## config.mk

```make
export PLATFORM = sky130hd
export DESIGN_NAME = q2s_sweep_ctrl_flat
export DESIGN_NICKNAME = d
export VERILOG_FILES = /design/src/rtl/q2s_sweep_ctrl_if.sv /design/src/rtl/q2s_sweep_ctrl.sv /design/src/flat_wrapper.sv
export SDC_FILE = /design/constraint.sdc
export NUM_CORES = 1
export LEC_CHECK = 0
export CORE_ASPECT_RATIO = 1.4
export CORE_MARGIN = 1.5
export CORE_UTILIZATION = 60
export DETAILED_ROUTE_END_ITERATION = 12
export DONT_BUFFER_PORTS = 1
export PLACE_DENSITY = 0.75
export SLEW_MARGIN = 30
export SYNTH_ARGS = -nofsm -noshare
export SYNTH_HDL_FRONTEND = slang
export SYNTH_SLANG_ARGS = --single-unit
```

## constraint.sdc

```tcl
create_clock -name clk -period 3.11 [get_ports clk]
set_input_delay 0.1555 -clock clk [delete_from_list [all_inputs] [get_ports clk]]
set_output_delay 0.1555 -clock clk [all_outputs]
set_load 0.05 [all_outputs]
```

## src/rtl/q2s_sweep_ctrl_if.sv

```systemverilog
// Handshake and vector bus between the q2s sweep sequencer and its environment.
// Q2S_SWEEP_FIRST_FAIL_EN adds the first-failure report signals.
interface q2s_sweep_ctrl_if;
  logic        start;
  logic        abort;
  logic        a, b, c, d;
  logic        f_in, g_in;
  logic        busy;
  logic        done;
  logic        pass;
  logic [3:0]  vec_idx;
  logic [15:0] f_map;
  logic [15:0] g_map;
  logic [4:0]  mismatch_cnt;
`ifdef Q2S_SWEEP_FIRST_FAIL_EN
  logic [3:0]  first_fail_idx;
  logic        first_fail_vld;

  modport master (
    input  start, abort, f_in, g_in,
    output a, b, c, d, busy, done, pass, vec_idx, f_map, g_map, mismatch_cnt,
           first_fail_idx, first_fail_vld
  );
  modport slave (
    output start, abort, f_in, g_in,
    input  a, b, c, d, busy, done, pass, vec_idx, f_map, g_map, mismatch_cnt,
           first_fail_idx, first_fail_vld
  );
`else
  modport master (
    input  start, abort, f_in, g_in,
    output a, b, c, d, busy, done, pass, vec_idx, f_map, g_map, mismatch_cnt
  );
  modport slave (
    output start, abort, f_in, g_in,
    input  a, b, c, d, busy, done, pass, vec_idx, f_map, g_map, mismatch_cnt
  );
`endif
endinterface

```

## src/rtl/q2s_sweep_ctrl.sv

```systemverilog
// Steps q2s through vectors 0..15, samples f/g after a settle delay and checks them
// against EXP_F/EXP_G. Q2S_SWEEP_FIRST_FAIL_EN adds the first-failing-vector report.
module q2s_sweep_ctrl #(
  parameter int unsigned SETTLE_CYCLES = 2,
  parameter logic [15:0] EXP_F         = 16'h0000,
  parameter logic [15:0] EXP_G         = 16'h0000
) (
  input logic              clk,
  input logic              rst,
  q2s_sweep_ctrl_if.master sif
);
  typedef enum logic [1:0] {S_IDLE, S_SETTLE, S_SAMPLE, S_DONE} state_t;

  localparam logic [3:0] WLOAD = 4'(SETTLE_CYCLES - 1);

  state_t      state_q, state_d;
  logic [3:0]  vec_q, vec_d;
  logic [3:0]  wcnt_q, wcnt_d;
  logic        busy_q, busy_d;
  logic        done_q, done_d;
  logic        pass_q, pass_d;
  logic [15:0] fmap_q, fmap_d;
  logic [15:0] gmap_q, gmap_d;
  logic [4:0]  cnt_q, cnt_d;
  logic [4:0]  cnt_nxt;
  logic        mis;
  logic [3:0]  ffi_q, ffi_d;
  logic        ffv_q, ffv_d;

  always_ff @(posedge clk) begin
    if (rst) state_q <= S_IDLE;
    else     state_q <= state_d;
  end

  always_ff @(posedge clk) begin
    if (rst) begin
      vec_q  <= '0;
      wcnt_q <= '0;
      busy_q <= 1'b0;
      done_q <= 1'b0;
      pass_q <= 1'b0;
      fmap_q <= '0;
      gmap_q <= '0;
      cnt_q  <= '0;
      ffi_q  <= '0;
      ffv_q  <= 1'b0;
    end else begin
      vec_q  <= vec_d;
      wcnt_q <= wcnt_d;
      busy_q <= busy_d;
      done_q <= done_d;
      pass_q <= pass_d;
      fmap_q <= fmap_d;
      gmap_q <= gmap_d;
      cnt_q  <= cnt_d;
      ffi_q  <= ffi_d;
      ffv_q  <= ffv_d;
    end
  end

  // Sample-cycle compare; the count saturates at 16 so it can never wrap.
  assign mis     = (sif.f_in != EXP_F[vec_q]) || (sif.g_in != EXP_G[vec_q]);
  assign cnt_nxt = (mis && (cnt_q != 5'd16)) ? cnt_q + 5'd1 : cnt_q;

  always_comb begin
    state_d = state_q;
    vec_d   = vec_q;
    wcnt_d  = wcnt_q;
    busy_d  = busy_q;
    done_d  = 1'b0;
    pass_d  = pass_q;
    fmap_d  = fmap_q;
    gmap_d  = gmap_q;
    cnt_d   = cnt_q;
    ffi_d   = ffi_q;
    ffv_d   = ffv_q;
    case (state_q)
      S_IDLE: begin
        if (sif.start) begin
          state_d = S_SETTLE;
          vec_d   = '0;
          wcnt_d  = WLOAD;
          busy_d  = 1'b1;
          pass_d  = 1'b0;
          cnt_d   = '0;
          fmap_d  = '0;
          gmap_d  = '0;
          ffi_d   = '0;
          ffv_d   = 1'b0;
        end
      end
      S_SETTLE: begin
        if (sif.abort) begin
          state_d = S_IDLE;
          busy_d  = 1'b0;
          pass_d  = 1'b0;
          vec_d   = '0;
        end else if (wcnt_q == 4'd0) begin
          state_d = S_SAMPLE;
        end else begin
          wcnt_d = wcnt_q - 4'd1;
        end
      end
      S_SAMPLE: begin
        // Abort wins over the capture: partial maps stay as they were.
        if (sif.abort) begin
          state_d = S_IDLE;
          busy_d  = 1'b0;
          pass_d  = 1'b0;
          vec_d   = '0;
        end else begin
          fmap_d[vec_q] = sif.f_in;
          gmap_d[vec_q] = sif.g_in;
          cnt_d         = cnt_nxt;
          if (mis && !ffv_q) begin
            ffi_d = vec_q;
            ffv_d = 1'b1;
          end
          if (vec_q == 4'd15) begin
            state_d = S_DONE;
            done_d  = 1'b1;
            busy_d  = 1'b0;
            pass_d  = (cnt_nxt == 5'd0);
          end else begin
            state_d = S_SETTLE;
            vec_d   = vec_q + 4'd1;
            wcnt_d  = WLOAD;
          end
        end
      end
      S_DONE: state_d = S_IDLE;
      default: state_d = S_IDLE;
    endcase
  end

  assign {sif.a, sif.b, sif.c, sif.d} = vec_q;
  assign sif.vec_idx      = vec_q;
  assign sif.busy         = busy_q;
  assign sif.done         = done_q;
  assign sif.pass         = pass_q;
  assign sif.f_map        = fmap_q;
  assign sif.g_map        = gmap_q;
  assign sif.mismatch_cnt = cnt_q;

`ifdef Q2S_SWEEP_FIRST_FAIL_EN
  assign sif.first_fail_idx = ffi_q;
  assign sif.first_fail_vld = ffv_q;
`else
  logic unused_ff;
  assign unused_ff = ^{ffi_q, ffv_q};
`endif
endmodule

```

## src/flat_wrapper.sv

```systemverilog
// flat-port wrapper written by rule: the top's interface ports become plain ports
module q2s_sweep_ctrl_flat 
#(
  parameter int unsigned SETTLE_CYCLES = 2,
  parameter logic [15:0] EXP_F         = 16'h0000,
  parameter logic [15:0] EXP_G         = 16'h0000
)
  (clk, rst, sif_start, sif_abort, sif_f_in, sif_g_in, sif_a, sif_b, sif_c, sif_d, sif_busy, sif_done, sif_pass, sif_vec_idx, sif_f_map, sif_g_map, sif_mismatch_cnt);
  q2s_sweep_ctrl_if sif_i ();
  input logic clk;
  input logic rst;
  input wire logic [$bits(sif_i.start)-1:0] sif_start;
  input wire logic [$bits(sif_i.abort)-1:0] sif_abort;
  input wire logic [$bits(sif_i.f_in)-1:0] sif_f_in;
  input wire logic [$bits(sif_i.g_in)-1:0] sif_g_in;
  output wire logic [$bits(sif_i.a)-1:0] sif_a;
  output wire logic [$bits(sif_i.b)-1:0] sif_b;
  output wire logic [$bits(sif_i.c)-1:0] sif_c;
  output wire logic [$bits(sif_i.d)-1:0] sif_d;
  output wire logic [$bits(sif_i.busy)-1:0] sif_busy;
  output wire logic [$bits(sif_i.done)-1:0] sif_done;
  output wire logic [$bits(sif_i.pass)-1:0] sif_pass;
  output wire logic [$bits(sif_i.vec_idx)-1:0] sif_vec_idx;
  output wire logic [$bits(sif_i.f_map)-1:0] sif_f_map;
  output wire logic [$bits(sif_i.g_map)-1:0] sif_g_map;
  output wire logic [$bits(sif_i.mismatch_cnt)-1:0] sif_mismatch_cnt;
  assign sif_i.start = sif_start;
  assign sif_i.abort = sif_abort;
  assign sif_i.f_in = sif_f_in;
  assign sif_i.g_in = sif_g_in;
  assign sif_a = sif_i.a;
  assign sif_b = sif_i.b;
  assign sif_c = sif_i.c;
  assign sif_d = sif_i.d;
  assign sif_busy = sif_i.busy;
  assign sif_done = sif_i.done;
  assign sif_pass = sif_i.pass;
  assign sif_vec_idx = sif_i.vec_idx;
  assign sif_f_map = sif_i.f_map;
  assign sif_g_map = sif_i.g_map;
  assign sif_mismatch_cnt = sif_i.mismatch_cnt;
  q2s_sweep_ctrl #(.SETTLE_CYCLES(SETTLE_CYCLES), .EXP_F(EXP_F), .EXP_G(EXP_G)) u_core (.clk(clk), .rst(rst), .sif(sif_i));
endmodule
```

==> Word level (Yosys, flattened, before mapping) <==
Memory sizes are Yosys's and may differ from the RTL's. A register that Yosys moved wholly into a read port is not among the register bits.
Cells that the tools add are included.
{ "word_totals": {"ff_bits": 50, "romBits": 16, "elab_cells": 89, "mem_count": 1} }
{ "classes": {"add_sub_neg": 3, "magnitude_cmp": 2, "n_eq_ne": 16, "muxes": 43, "bitwise": 1, "reduce_logical": 14} }
{ "memory_table": {"columns": ["name", "depth", "width", "rd", "rd_ports_with_merged_regs", "write_ports", "line_no", "source"], "rows": [
  ["(no name shown)", 16, 1, 1, 1, 0, "q2s_sweep_ctrl.sv:62", "assign mis = (sif.f_in != EXP_F[vec_q]) || (sif.g_in != EXP_G[vec_q]);"]
]} }
{ "op_table": {"columns": ["op", "count"], "rows": [
  ["case mux 16 bit (2 select lines)", 2],
  ["2-to-1 mux 16 bit", 3],
  ["2-to-1 mux 4 bit", 11],
  ["bitwise mux 16 bit", 2],
  ["case mux 4 bit (3 select lines)", 2],
  ["2-to-1 mux 5 bit", 3],
  ["!= test 2 bit, second input constant", 6],
  ["2-to-1 mux 1 bit", 10],
  ["2-to-1 mux 2 bit", 5],
  ["case mux 5 bit (2 select lines)", 1],
  ["case mux 2 bit (4 select lines)", 1],
  ["AND reduction 4 bit", 2],
  ["!= test 3 x 2 -> 1 bit, second input constant", 2],
  ["case mux 1 bit (3 select lines)", 2],
  ["AND reduction 6 bit", 1],
  ["adder 5 x 1 -> 5 bit, second input constant", 1],
  ["logical NOT 5 bit", 1],
  ["less-than comparator 4 x 5 -> 1 bit, second input constant", 1],
  ["!= test 5 bit, second input constant", 1],
  ["adder 4 x 1 -> 4 bit, second input constant", 1],
  ["demux 1 bit (select 4 bit)", 1],
  ["== test 2 bit, second input constant", 2],
  ["== test 4 bit, second input constant", 1],
  [">= comparator 4 x 1 -> 1 bit, second input constant", 1],
  ["14 further kinds", 16]
]} }

==> Longest topological paths before layout <==
Gate-level depths: netlist of the first run.
{ "depth": {"word_depth": 10, "mapped_depth": 9, "ltp_nobuf": 6} }

==> Worst setup path after synthesis of the first run <==
No wires, ideal clock.
{ "synth_timing": {"path_kind": "register -> register", "startpoint": "reg u_core.vec_q[0], in the netlist u_core.sif.vec_idx[0]", "endpoint": "reg u_core.wcnt_q[3]", "setup_ns": 0.115, "arrival_ns": 1.751, "path_slack_ns": 1.244, "path_stages_with_launch": 6, "cell_sequence": "dfxtp_1 -> ha_1 -> a31o_1 -> a211oi_2 -> o21ai_1 -> a31o_1"} }
{ "synth_between": {"elab_chain_len": 3} }
{ "synth_rtl": {"columns": ["item", "line_no", "source"], "rows": [
  ["start: declaration", "q2s_sweep_ctrl.sv:17", "logic [3:0] vec_q, vec_d;"],
  ["start signal: assignment", "q2s_sweep_ctrl.sv:48", "vec_q <= vec_d;"],
  ["== test 4 bit", "q2s_sweep_ctrl.sv:119", "if (vec_q == 4'd15) begin"],
  ["!= test 2 bit (no source line)", null, null],
  ["AND reduction 6 bit (no source line)", null, null],
  ["end signal: assignment", "q2s_sweep_ctrl.sv:49", "wcnt_q <= wcnt_d;"],
  ["end: declaration", "q2s_sweep_ctrl.sv:18", "logic [3:0] wcnt_q, wcnt_d;"]
]} }
Every way passes these cells.
A chain may end at the register's enable or synchronous reset.

==> Final worst setup path of the first run <==
{ "layout_timing": {"startpoint": "reg u_core.state_q[0]", "endpoint": "reg u_core.gmap_q[3], in the netlist u_core.sif.g_map[3]"} }
{ "layout_between": {"elab_chain_len": 3} }
{ "layout_rtl": {"columns": ["item", "line_no", "source"], "rows": [
  ["start: declaration", "q2s_sweep_ctrl.sv:16", "state_t state_q, state_d;"],
  ["start signal: assignment", "q2s_sweep_ctrl.sv:32", "else state_q <= state_d;"],
  ["== test 2 bit or logical NOT 2 bit (tied branches)", "q2s_sweep_ctrl.sv:77", "case (state_q)"],
  ["!= test 2 bit (no source line) or nonzero test 2 bit (tied branches)", null, null],
  ["AND reduction 3 bit (no source line)", null, null],
  ["end signal: assignment", "q2s_sweep_ctrl.sv:54", "gmap_q <= gmap_d;"],
  ["end: declaration", "q2s_sweep_ctrl.sv:23", "logic [15:0] gmap_q, gmap_d;"]
]} }
Several ways; a longest one is shown, not always the timed one.

==> results of run 1 <==
power breakdown:
group	internal [mW]	total, mW	switching [mW]
registers	0.648	0.662	0.0144
clock network	0.343	0.570	0.227
logic	0.0419	0.137	0.0955
total	1.03	1.37	0.337
cells by family (layout without fill, tap and decap cells):
| group | count (synthesis) | in the layout | synth area share, % |
|---|---|---|---|
| compound gates | 123 | 123 | 26.94 |
| flops | 50 | 50 | 39.55 |
| xor+xnor | 1 | 1 | 0.3461 |
| mux | 1 | 1 | 0.3955 |
| fa+ha+maj | 12 | 12 | 5.932 |
| simple gates | 89 | 89 | 19.43 |
| buf+inv | 41 | 27 | 7.415 |
final cells by class:
type                       count  area share (%)
clock buffer                   6           3.116
inverter                      12           1.700
multi-input combinational    226           50.66
tap                           43           2.030
clock inverter                 2           2.266
timing repair buffer           7           2.455
sequential                    50           37.77
Yosys cell counts (2+ instances only):
master     count  area share (%)
nand4_1        6             1.5
dfxtp_1       50              40
inv_1         11             1.6
ha_1          12             5.9
nand3_1       31             6.1
buf_2          6             1.2
buf_4          7             2.1
or3_1          3            0.74
a211oi_1       2            0.59
nand3b_1       2            0.59
a22oi_1        2            0.59
nor2b_1        7             1.7
and3_1         7             1.7
nor3_1         5            0.99
a21oi_1       58              11
a31oi_1        3            0.74
nor2_1         8             1.2
clkbuf_1      16             2.4
nand2b_1       4            0.99
a31o_1         2            0.69
o2111ai_1      2            0.69
o21ai_1       33             6.5
o21ai_0       11             2.2
nand2_1        8             1.2
per-stage QoR:
step | power (mW) | setup slack [ns] | hold WS (ns) | util, % | instances
3_3_place_gp | 0.7991 | 0.8900 | 0.2303 | 62.40 | 337
3_5_place_dp | 0.8013 | 0.8365 | 0.2298 | 62.40 | 337
4_1_cts | 1.363 | 0.7633 | 0.01702 | 66.48 | 346
5_1_grt | 1.413 | 0.5653 | 0.02545 | 66.48 | 346
6_report | 1.369 | 0.7809 | 0.02438 | 66.48 | 346
2_1_floorplan | 0.7855 | 1.244 | 0.2478 | - | 317
per-layer routing:
metal	track usage [%]	part of all wire (%)	vias up
li1	-	-	1113
met1	30.41	40	1083
met2	45.57	51	70
met3	7.618	6.9	14
met4	12.56	2.4	0
met5	0	0	-
state kept, by name (all words and copies together) (netlist names):
name / count
u_core.wcnt_q: 4
u_core.sif.busy: 1
u_core.sif.f_map: 16
u_core.sif.mismatch_cnt: 5
u_core.sif.g_map: 16
u_core.sif.vec_idx: 4
u_core.state_q: 2
u_core.sif.pass: 1
u_core.sif.done: 1
worst max-delay path by stage:
stage	startpoint	endpoint	slack [ns]	cells past startpoint
6_report	u_core.state_q[0]	u_core.sif.g_map[3]	0.78	6
5_1_grt	u_core.state_q[0]	u_core.sif.g_map[3]	0.57	6
4_1_cts	u_core.state_q[0]	u_core.sif.g_map[3]	0.76	6
3_5_place_dp	u_core.state_q[0]	u_core.sif.g_map[13]	0.84	6
3_3_place_gp	u_core.state_q[0]	u_core.sif.g_map[13]	0.89	6
2_1_floorplan	u_core.sif.vec_idx[0]	u_core.wcnt_q[3]	1.24	5
==> run metrics, run 1 <==
WHS Endpoint u_core.state_q[1]; filler cell count 356; wire length per cell 17.38 um; total setup buffers inserted after CTS 0; FFs w/ async S/R, synth 0%; DPL Wire Length about 4.0 mm; status finished with violations; Distinct cells, synth 45; LEAKAGE ~0.91 nW; Worst slew margin between 40% and 50%; Die Wd 57.90 um; RSZ-0062 raised after global routing no; post-route cell area 2650 um2; multi-input logic area 1343 um2; Crit. End Element flip-flop; GRT Total Usage roughly 27%; Slew Viols, Final 0; Hold-fix buffers, CTS 1; final WL 6.013 mm; Core Area 3986 um2; worst vdd ir 0.0003420 V; Final Cycle Share 74.89%; nets 320; top_reg_cell synth dfxtp_1; DIE AREA ~4600 um2; slowest stage delay, CP around 0.66 ns; worst r2r dst u_core.sif.g_map[3]; total gr overflow 0; starting density of the core a little under two thirds; Area Growth Syn to Fin 4.696%; failing checks design-rule violations; synthesized area 2531 um2; Ports between 50 and 60; setup TNS 0 ns; Reg area 1001 um2; Tmin final 2.329 ns; Top delay family on crit path simple AND/OR/NAND/NOR gates; Hold Crit Class in -> reg; first-pass GRT wire length 9.729 mm; CTS Root Cell clkbuf_8; vias 2280; most frequent cells in the layout a21oi_1, dfxtp_1, o21ai_1; final setup fails 0; worst-case reg-to-reg path depth 6; DR pass1 iterations 10; reg-to-reg startpoint u_core.state_q[0]; Clock Skews 0.01091 ns; worst path bufs/invs 1; vias per inst 6.590; layout cells sized above 1 6.271%; clk_lat worst skew 0.31 ns; clk slew on worst S/H paths approximately 0.090 ns; # DRC 4; largest net degree at the start of global routing 48; final count of hold timing violations 0; Highest Clock Rate ~430 MHz; CTS tree built; Post-DRT Antenna Nets 0; CTS resizes 0; Ant. Diodes 0; mean post-synth cell area between 7 and 8 um2; initial antenna violation count 0; CP max-delay cell and3_1; hold path cells 2; H-tree Lvls 2; most common cell after layout, fill and taps aside a21oi_1; Worst Tran Pin Value 0.8287 ns; initial drt markers 214; PD cells 516.7 nW/um2; worst path required time 3.35 ns; Mapped Nets 335; clk buf depth 2; slack of the worst reg-to-reg path 0.78 ns; hold_sp sif_abort; CP max FO 16; critical path arrival 2.56 ns; vias in the first global route 2136; clock sinks 50; startpoint types flip-flop; Die Ht between 70 and 80 um; FP Rows 27; critical-path cell list inv_1 > ha_1 > nor2b_1 > and3_1 > nand3_1 > a21oi_1; Area after DPL about 2500 um2; register area share after synthesis about two fifths; #FFs+latches synth 50; crit path kind reg -> reg; Yosys warnings 0; Synth Instances between 300 and 400; port buffer count 0; total CTS buffers 5; maxcap violations 0; global placement routability congestion 0.8323; Post-synth EDFFs 0
No activity file was read; power rests on OpenSTA's default activity.
==> run 2: changes to the inputs <==
--- a/config.mk
+++ b/config.mk
@@ -7,10 +7,10 @@
 export LEC_CHECK = 0
 export CORE_ASPECT_RATIO = 1.4
 export CORE_MARGIN = 1.5
-export CORE_UTILIZATION = 60
+export CORE_UTILIZATION = 56
 export DETAILED_ROUTE_END_ITERATION = 12
 export DONT_BUFFER_PORTS = 1
-export PLACE_DENSITY = 0.75
+export PLACE_DENSITY = 0.73
 export SLEW_MARGIN = 30
 export SYNTH_ARGS = -nofsm -noshare
 export SYNTH_HDL_FRONTEND = slang
==> constraint.sdc (replaced) <==
create_clock -name clk -period 2 [get_ports clk]
set_input_delay 0.1 -clock clk [delete_from_list [all_inputs] [get_ports clk]]
set_output_delay 0.1 -clock clk [all_outputs]
set_load 0.05 [all_outputs]
==> run metrics, run 2 (synthesized netlist as in run 1, its figures left out) <==
WHS Endpoint u_core.wcnt_q[1]; CP max FO 7 (-9); starting density of the core 59.22% (-4.3 points); nets 337 (+5.3%); most common cell after layout, fill and taps aside a21oi_1; final WL 5.957 mm (-0.93%); Core Area 4274 um2 (+7.2%); initial antenna violation count 0 (unchanged); post-route cell area 2770 um2 (+4.5%); filler cell count 399 (+12%); Ports 54 (unchanged); LEAKAGE 0.9799 nW (+7.8%); maxcap violations 0 (unchanged); worst-case reg-to-reg path depth 6 (unchanged); DIE AREA 4938 um2 (+6.8%); wire length per cell 15.68 um (-9.8%); port buffer count 0 (unchanged); clock network power share 31.8% (-9.8 points); Crit. End Element flip-flop; DPL Wire Length 4.022 mm (+1.1%); GRT Total Usage 24.60% (-2.2 points); reg-to-reg startpoint u_core.state_q[0]; M1 GR Usage 28.41% (-2.0 points); status completed; clk_lat worst skew 0.30 ns (about the same); setup slack after layout 0.1730 ns (-0.6079 ns); hold_sp sif_abort; hold_ws 0.05724 ns (+0.03286 ns); FP Rows 28 (+3.7%); H-tree Lvls 2 (unchanged); Final Cycle Share 91.35% (+16 points); largest net degree at the start of global routing 50 (+4.2%); Die Wd 59.82 um (+3.3%); startpoint types flip-flop; CTS Root Cell clkbuf_8; Area Growth Syn to Fin 9.442%; GR peak layer met2; met2 usage 43.26% (-2.3 points); worst vdd ir 0.0004773 V (+40%); Ant. Diodes 0 (unchanged); slack of the worst reg-to-reg path 0.17 ns (-0.61 ns); Comb pwr share 12.7% (+2.7 points); final count of hold timing violations 0 (unchanged); vias per inst 6.005 (-8.9%); Worst Setup SP u_core.state_q[0]; slowest stage delay, CP 0.51 ns (-0.15 ns); vias in the first global route 2113 (-1.1%); Hold Crit Class in -> reg; CP max-delay cell or4b_1; PD cells 668.5 nW/um2 (+29%); worst path required time 2.24 ns (-1.11 ns); clk slew on worst S/H paths 0.09 ns (about the same); global placement routability congestion 0.8823 (+6.0%); Post-DRT Antenna Nets 0 (unchanged); Clock Skews 0.009941 ns (-0.0009678 ns); Flop pwr share 55.6% (+7.2 points); hold path cells 3 (+1); clock sinks 50 (unchanged); setup TNS 0 ns (unchanged); final setup fails 0 (unchanged); Net Sw Power 517.0 uW (+54%); critical path arrival 2.06 ns (-0.50 ns); Worst Tran Pin Value 0.5456 ns (-0.2831 ns); most frequent cells in the layout a21oi_1, dfxtp_1, o21ai_1; Placement Setup Slack 0.1435 ns (-0.6929 ns); Die Ht 82.55 um (+3.4%); initial drt markers 259 (+21%); first-pass GRT wire length 9.418 mm (-3.2%); vias 2282 (+0.088%); worst r2r dst u_core.sif.mismatch_cnt[2]; met3 usage 5.763% (-1.9 points); CTS tree built; Area after DPL 2641 um2 (+6.2%); total gr overflow 0 (unchanged); # DRC 0 (-4); total CTS buffers 5 (unchanged); Int Power 1.335 mW (+29%); critical-path cell list inv_1 > ha_1 > nor2b_1 > nand2_1 > or4b_1 > a21oi_1; crit path kind reg -> reg; DR pass1 iterations 4 (-6); multi-input logic area 1351 um2 (+0.65%); Slew Viols, Final 0 (unchanged); RSZ-0062 raised after global routing no; Reg area 1001 um2 (unchanged); Tmin final 1.827 ns (-0.5021 ns); clk buf depth 2 (unchanged); layout cells sized above 1 11.25% (+5.0 points); Sw Share 27.92% (+3.3 points); Worst slew margin 63.57% (+19 points); Highest Clock Rate 547.4 MHz (+27%)
## run 2: cell types whose count changed in the layout (fill, tap and decap cells not counted), sizes merged
cell,previous run,this run
clkbuf,6,5
clkinv,0,2
buf,7,23
dlygate4sd3,0,1
bufinv,2,0
clkinvlp,0,1
## run 2: cell type report
type	instances	area share, %
inverter	12	1.626
clock buffer	5	2.484
sequential	50	36.13
timing repair buffer	24	7.498
tap	60	2.710
multi-input combinational	226	48.78
clock inverter	3	0.7678
## run 2: worst max-delay path by stage
| stage | to | depth (start not counted) |
|---|---|---|
| final | u_core.sif.mismatch_cnt[2] | 6 |
| after detailed placement | u_core.sif.busy | 6 |
| after global routing | u_core.wcnt_q[3] | 6 |
| after CTS | u_core.sif.busy | 6 |
| after floorplan | u_core.wcnt_q[3] | 5 |
| after global placement | u_core.sif.busy | 6 |
## run 2: timing repair
action,in CTS,in global routing
hold buffers,2,0
endpoints found under the hold margin,48,0
setup buffers,0,0
resized for setup,0,2
setup endpoints to repair,0,3
## run 2: layer usage
layer,wire length (um),share of wire [%]
met1,2432,41
met2,3068,52
met3,342,5.7
met4,114,1.9
met5,0,0
## run 2: power by group through the flow
stage | clock [mW] | sequential (mW) | combinational [mW]
after global routing | 0.639 | 1.03 | 0.263
after floorplan | 0 | 1.05 | 0.170
after global placement | 0 | 1.05 | 0.205
after detailed placement | 0 | 1.05 | 0.208
after CTS | 0.606 | 1.03 | 0.230
final | 0.588 | 1.03 | 0.234
## run 2: worst max-delay path: cells and delay by family (launching register included)
kind / cells / cell delay, ns
adders and majority gates: 1 / 0.17
buffers and inverters: 1 / 0.10
DFF: 1 / 0.34
and+or+nand+nor: 3 / 1.02
AOI/OAI and AO/OA: 1 / 0.15
## run 2: metrics by stage
| stage | util, % | power [mW] | std cells |
|---|---|---|---|
| after floorplan | - | 1.222 | 317 |
| after global placement | 61.80 | 1.257 | 370 |
| after detailed placement | 61.80 | 1.261 | 370 |
| after CTS | 64.61 | 1.866 | 380 |
| after global routing | 64.81 | 1.934 | 380 |
| final | 64.81 | 1.852 | 380 |
